## src/rtl/deser_queue_pkg.sv

```systemverilog
// deser_queue_pkg: shared widths, default queue depth and the byte type
package deser_queue_pkg;
  localparam int DATA_W = 8;
  localparam int DEPTH = 8;
  typedef logic [DATA_W-1:0] byte_t;
endpackage

```

## src/rtl/byte_queue.sv

```systemverilog
// byte_queue: circular byte FIFO with a registered pop output
module byte_queue
  import deser_queue_pkg::*;
#(
  parameter int DEPTH = deser_queue_pkg::DEPTH
) (
  input  logic  clk,
  input  logic  queue_rst,
  input  logic  push,
  input  byte_t din,
  input  logic  pop,
  output byte_t dout,
  output logic  full,
  output logic  empty
);
  localparam int AW = $clog2(DEPTH);
  localparam logic [AW:0] CNT_FULL = (AW+1)'(DEPTH);
  byte_t r_mem [DEPTH];
  logic [AW-1:0] r_wr_ptr, r_rd_ptr;
  logic [AW:0] r_cnt;
  logic w_push, w_pop;
  assign full = r_cnt == CNT_FULL;
  assign empty = r_cnt == '0;
  assign w_pop = pop & ~empty;
  // a pop in the same cycle frees the slot, so a full queue still accepts the push
  assign w_push = push & (~full | w_pop) & queue_rst;
  always_ff @(posedge clk)
    if (w_push) r_mem[r_wr_ptr] <= din;
  always_ff @(posedge clk) begin
    if (!queue_rst) begin
      r_wr_ptr <= '0;
      r_rd_ptr <= '0;
      r_cnt <= '0;
      dout <= '0;
    end else begin
      if (w_push) r_wr_ptr <= r_wr_ptr + 1'b1;
      if (w_pop) begin
        dout <= r_mem[r_rd_ptr];
        r_rd_ptr <= r_rd_ptr + 1'b1;
      end
      r_cnt <= r_cnt + (AW+1)'(w_push) - (AW+1)'(w_pop);
    end
  end
endmodule

```

## src/rtl/deser_queue_top.sv

```systemverilog
// deser_queue_top: MSB-first serial byte capture feeding a byte FIFO, independent active-low resets
module deser_queue_top #(
  parameter int DEPTH = deser_queue_pkg::DEPTH,
  parameter int DATA_W = deser_queue_pkg::DATA_W
) (
  input  logic              clk,
  input  logic              deserializer_rst,
  input  logic              queue_rst,
  input  logic              data_in,
  input  logic              write_in,
  input  logic              dequeue_in,
  output logic [DATA_W-1:0] queue_data_out
);
  import deser_queue_pkg::*;
  logic r_wr_q, r_deq_q, r_byte_valid;
  logic [2:0] r_bit_cnt;
  byte_t r_shift, r_byte;
  logic w_wr_evt, w_deq_evt, w_push, w_pop, w_full, w_empty;
  assign w_wr_evt = write_in & ~r_wr_q;
  assign w_deq_evt = dequeue_in & ~r_deq_q;
  assign w_pop = w_deq_evt & ~w_empty;
  assign w_push = r_byte_valid & (~w_full | w_pop);
  always_ff @(posedge clk) begin
    if (!deserializer_rst) begin
      r_wr_q <= 1'b1;
      r_shift <= '0;
      r_bit_cnt <= '0;
      r_byte_valid <= 1'b0;
    end else begin
      r_wr_q <= write_in;
      r_byte_valid <= w_wr_evt & (r_bit_cnt == 3'd7);
      if (w_wr_evt) begin
        r_shift <= {r_shift[6:0], data_in};
        r_bit_cnt <= r_bit_cnt + 3'd1;
      end
      if (w_wr_evt && r_bit_cnt == 3'd7) r_byte <= {r_shift[6:0], data_in};
    end
  end
  always_ff @(posedge clk)
    r_deq_q <= queue_rst ? dequeue_in : 1'b1;
  byte_queue #(.DEPTH(DEPTH)) u_queue (
    .clk(clk),
    .queue_rst(queue_rst),
    .push(w_push),
    .din(r_byte),
    .pop(w_pop),
    .dout(queue_data_out),
    .full(w_full),
    .empty(w_empty)
  );
endmodule

```

## config.mk

```make
export PLATFORM = sky130hd
export DESIGN_NAME = deser_queue_top
export DESIGN_NICKNAME = d
export VERILOG_FILES = /design/src/rtl/deser_queue_pkg.sv /design/src/rtl/byte_queue.sv /design/src/rtl/deser_queue_top.sv
export SDC_FILE = /design/constraint.sdc
export NUM_CORES = 1
export LEC_CHECK = 0
export BUFFER_PORTS_ARGS = -buffer_cell sky130_fd_sc_hd__buf_2
export CAP_MARGIN = 5
export CORE_UTILIZATION = 55
export DETAILED_ROUTE_END_ITERATION = 6
export PLACE_DENSITY_LB_ADDON = 0.25
export SLEW_MARGIN = 40
export SYNTH_ARGS = -nofsm -noshare
export SYNTH_HDL_FRONTEND = slang
export SYNTH_SLANG_ARGS = --single-unit
```

## constraint.sdc

```tcl
create_clock -name clk -period 3.7 [get_ports clk]
set_input_delay 1.11 -clock clk [delete_from_list [all_inputs] [get_ports clk]]
set_output_delay 1.11 -clock clk [all_outputs]
set_load 0.01 [all_outputs]
```

==> qor_table.md <==
| Parameter | Value | Unit |
|:---|:---|:---|
| Result of the run | complete, no violations | - |
| Worst relative slew slack | 55.7 | % |
| Net count after synthesis | 268 | - |
| Worst min-delay path class | reg2reg | - |
| Area growth from synthesis to layout | 9.35 | % |
| Average detailed-routed wire length per instance | 16.4 | µm |
| Placer's final routability congestion estimate | 0.769 | - |
| Instance count of the mapped netlist | 251 | - |
| RSZ-0062 raised after global routing | no | - |
| Overall die area | 7620 | µm² |
| Number of different library cells in the post-synthesis netlist | 33 | - |
| Sum of overflow across all layers after global routing | 0 | - |
| Ratio of total power to cell area | 468 | nW/µm² |
| Crit path DAT | 2580 | ps |
| Category of the worst setup path capture point | flop | - |
| Wire length of the first global-routing pass | 10.5 | mm |
| Transition time of the tightest slew-check pin | 662 | ps |
| R2r worst-path depth | 8 | - |
| Final setup TNS | 0 | ps |
| Tot GR Track Use | 19.6 | % |
| Starting density of the core | 58.0 | % |
| Final net count | 289 | - |
| Slowest cell on the critical path | nor2_1 | - |
| Count of vias placed by the detailed router | 1989 | - |
| Antenna diode count | 0 | - |
| Clock tree from TritonCTS | yes | - |
| Drt pass-1 iters | 4 | - |
| Crit path depth | 7 | - |
| Synthesized area per cell | 15.9 | µm² |
| Setup Fix Bufs, Post-CTS | 0 | - |
| Sequential area share after synthesis | 69.5 | % |
| Maximum resistive drop on vdd | 0.259 | mV |
| Vertical die dimension | 87.3 | µm |
| Type of the worst setup path | in2reg | - |
| Post-detail-place hpwl | 4.29 | mm |
| Count of buffer and inverter cells on the critical path | 2 | - |
| Pin count of the biggest net entering global routing | 20 | - |
| Setup-violating endpoint count in the final report | 0 | - |
| Post-Synthesis Cell Area | 4000 | µm² |
| Antenna violations before repair | 0 | - |
| Max Fclk | 0.387 | GHz |
| Total of buffers placed on input and output ports | 13 | - |
| CTS clock-pin slew for the worst setup and hold paths | 90 | ps |
| Clock latency on the worst-skew pair | 370 | ps |
| Number of CTS-inserted buffers | 9 | - |
| Worst Path Max Fanout | 8 | - |
| Number of nets with antenna violations after detailed routing | 0 | - |
| Post-cts gate resize count | 0 | - |
| Clock Skew | 10.4 | ps |
| Top-level I/O count | 14 | - |
| Number of warnings issued by yosys | 0 | - |
| Slowest cell delay on critical path | 550 | ps |
| Root Buffer | clkbuf_8 | - |
| Total power | 2050 | µW |
| Number of rows created at floorplan | 30 | - |
| Number of cells on the worst hold path | 0 | - |
| Total leakage power | 0.00143 | µW |
| Number of synthesized register bits | 103 | - |
| Required time at the endpoint of the critical path | 3700 | ps |
| Total Routed Length | 6.10 | mm |
| Iteration-0 DRC Markers | 158 | - |
| Hold Vio Cnt, Final | 0 | - |
| Number of sinks handled by clock tree synthesis | 103 | - |
| Clock tree buffer depth | 2 | - |
| Share of final-layout standard cells stronger than drive strength 1 | 21.7 | % |
| Number of global-route vias before repair | 2057 | - |
| Delay-heaviest family, CP | simple AND/OR/NAND/NOR gates | - |
| Die outline width | 87.3 | µm |
| Final Slew Violations | 0 | - |
| Critical path launch point type | input pin | - |
| Number of H-tree levels | 3 | - |
| Placeable core region | 6910 | µm² |
| Post-CTS Hold Buffers | 0 | - |
| Drt drc | 0 | - |
| Crit-path cells | buf_2, or3b_4, nand3_2, nand3_4, inv_2, nand2_1, nor2_1 | - |
| Via count normalized by instance count | 5.33 | - |
| Final critical-path share of the clock period | 69.8 | % |
| Minimum clock period | 2580 | ps |
| Max-capacitance violation count | 0 | - |
| Final Hold Slack | 446 | ps |
## per-stage QoR
step	setup slack [ps]	util [%]	std cells	instance area (µm²)
floorplan	798	-	251	4000
CTS	1100	63.4	373	4380
global route	975	63.4	373	4380
finish	1120	63.4	373	4380
detailed placement	708	60.6	357	4180
global placement	807	60.6	357	4180
## cells in the mapped netlist (all sizes together)
| master | number | area [µm²] |
|---|---|---|
| nand2 | 22 | 82.6 |
| a21o | 1 | 7.51 |
| and3 | 2 | 12.5 |
| a21oi | 10 | 53.8 |
| fa | 1 | 20.0 |
| ha | 10 | 125 |
| inv | 11 | 41.3 |
| o21ai | 9 | 45.0 |
| or3b | 1 | 11.3 |
| a21boi | 9 | 67.6 |
| dfxtp | 31 | 621 |
| a311oi | 1 | 15.0 |
| a211oi | 1 | 7.51 |
| edfxtp | 72 | 2160 |
| nor2b | 1 | 6.26 |
| nor4 | 1 | 6.26 |
| mux4 | 16 | 360 |
| mux2i | 9 | 90.1 |
| xnor2 | 7 | 61.3 |
| clkbuf | 6 | 23.8 |
| nor3 | 4 | 25.0 |
| nand2b | 6 | 37.5 |
| nand3 | 2 | 27.5 |
| and2 | 3 | 18.8 |
| buf | 4 | 32.5 |
| nor2 | 11 | 41.3 |
## report_power, final
part / switching, µW / internal (µW)
Sequential: 9.36 / 1240
Clock: 359 / 301
Combinational: 78.0 / 66.0
Total: 446 / 1600
## layout by cell type, fill, tap and decap left out, types with 3 or more instances in the layout
master,Yosys,layout
and2_1,3,3
edfxtp_1,72,72
o21ai_0,8,8
nor3_1,3,3
clkinv_2,0,3
buf_2,2,13
nand2_1,22,22
clkbuf_8,0,10
mux4_2,16,16
inv_1,10,10
a21boi_0,9,9
a21oi_1,9,9
nand2b_1,6,6
dfxtp_1,31,30
buf_4,0,7
ha_1,10,10
nor2_1,11,11
mux2i_1,9,9
xnor2_1,7,7
## path summary, 6_finish.rpt
path                                       start                   to  slack [ps]
worst max-delay path                  dequeue_in  u_queue.r_mem[7][3]        1120
worst min-delay path                  r_shift[6]            r_byte[7]         450
worst max register to register  u_queue.r_cnt[2]  u_queue.r_mem[7][3]        1280
worst min register to register        r_shift[6]            r_byte[7]         450
## area by class of cell
class | count | area, µm²
Timing Repair Buffer | 20 | 118
Clock inverter | 5 | 28.8
Clock buffer | 11 | 163
Inverter | 11 | 41.3
Sequential cell | 103 | 2780
Fill cell | 532 | 2530
Tap cell | 96 | 120
Multi-Input combinational cell | 127 | 1120
## flip-flops by register name, summed over array words and instances (netlist names)
| signal | flops |
|---|---|
| r_bit_cnt | 3 |
| r_byte | 8 |
| r_byte_valid | 1 |
| r_deq_q | 1 |
| r_shift | 7 |
| r_wr_q | 1 |
| u_queue.dout | 8 |
| u_queue.r_cnt | 4 |
| u_queue.r_mem | 64 |
| u_queue.r_rd_ptr | 3 |
| u_queue.r_wr_ptr | 3 |
## per-layer routing
layer | vias to the layer above | global-route usage (%) | wire, µm
li1 | 969 | - | -
met1 | 982 | 25.2 | 2850
met2 | 32 | 31.3 | 2970
met3 | 6 | 6.54 | 199
met4 | 0 | 6.71 | 80
met5 | - | 0 | 0
## kinds of logic (layout without fill, tap and decap cells)
logic type | Yosys count | after routing | share of synthesized area (%)
compound gates | 31 | 31 | 4.91
fa+ha+maj | 11 | 11 | 3.63
mux | 25 | 25 | 11.3
xor+xnor | 7 | 7 | 1.53
simple gates | 53 | 53 | 6.72
flops | 103 | 103 | 69.5
buf+inv | 21 | 47 | 2.44
(Power assumes the default switching activity.)
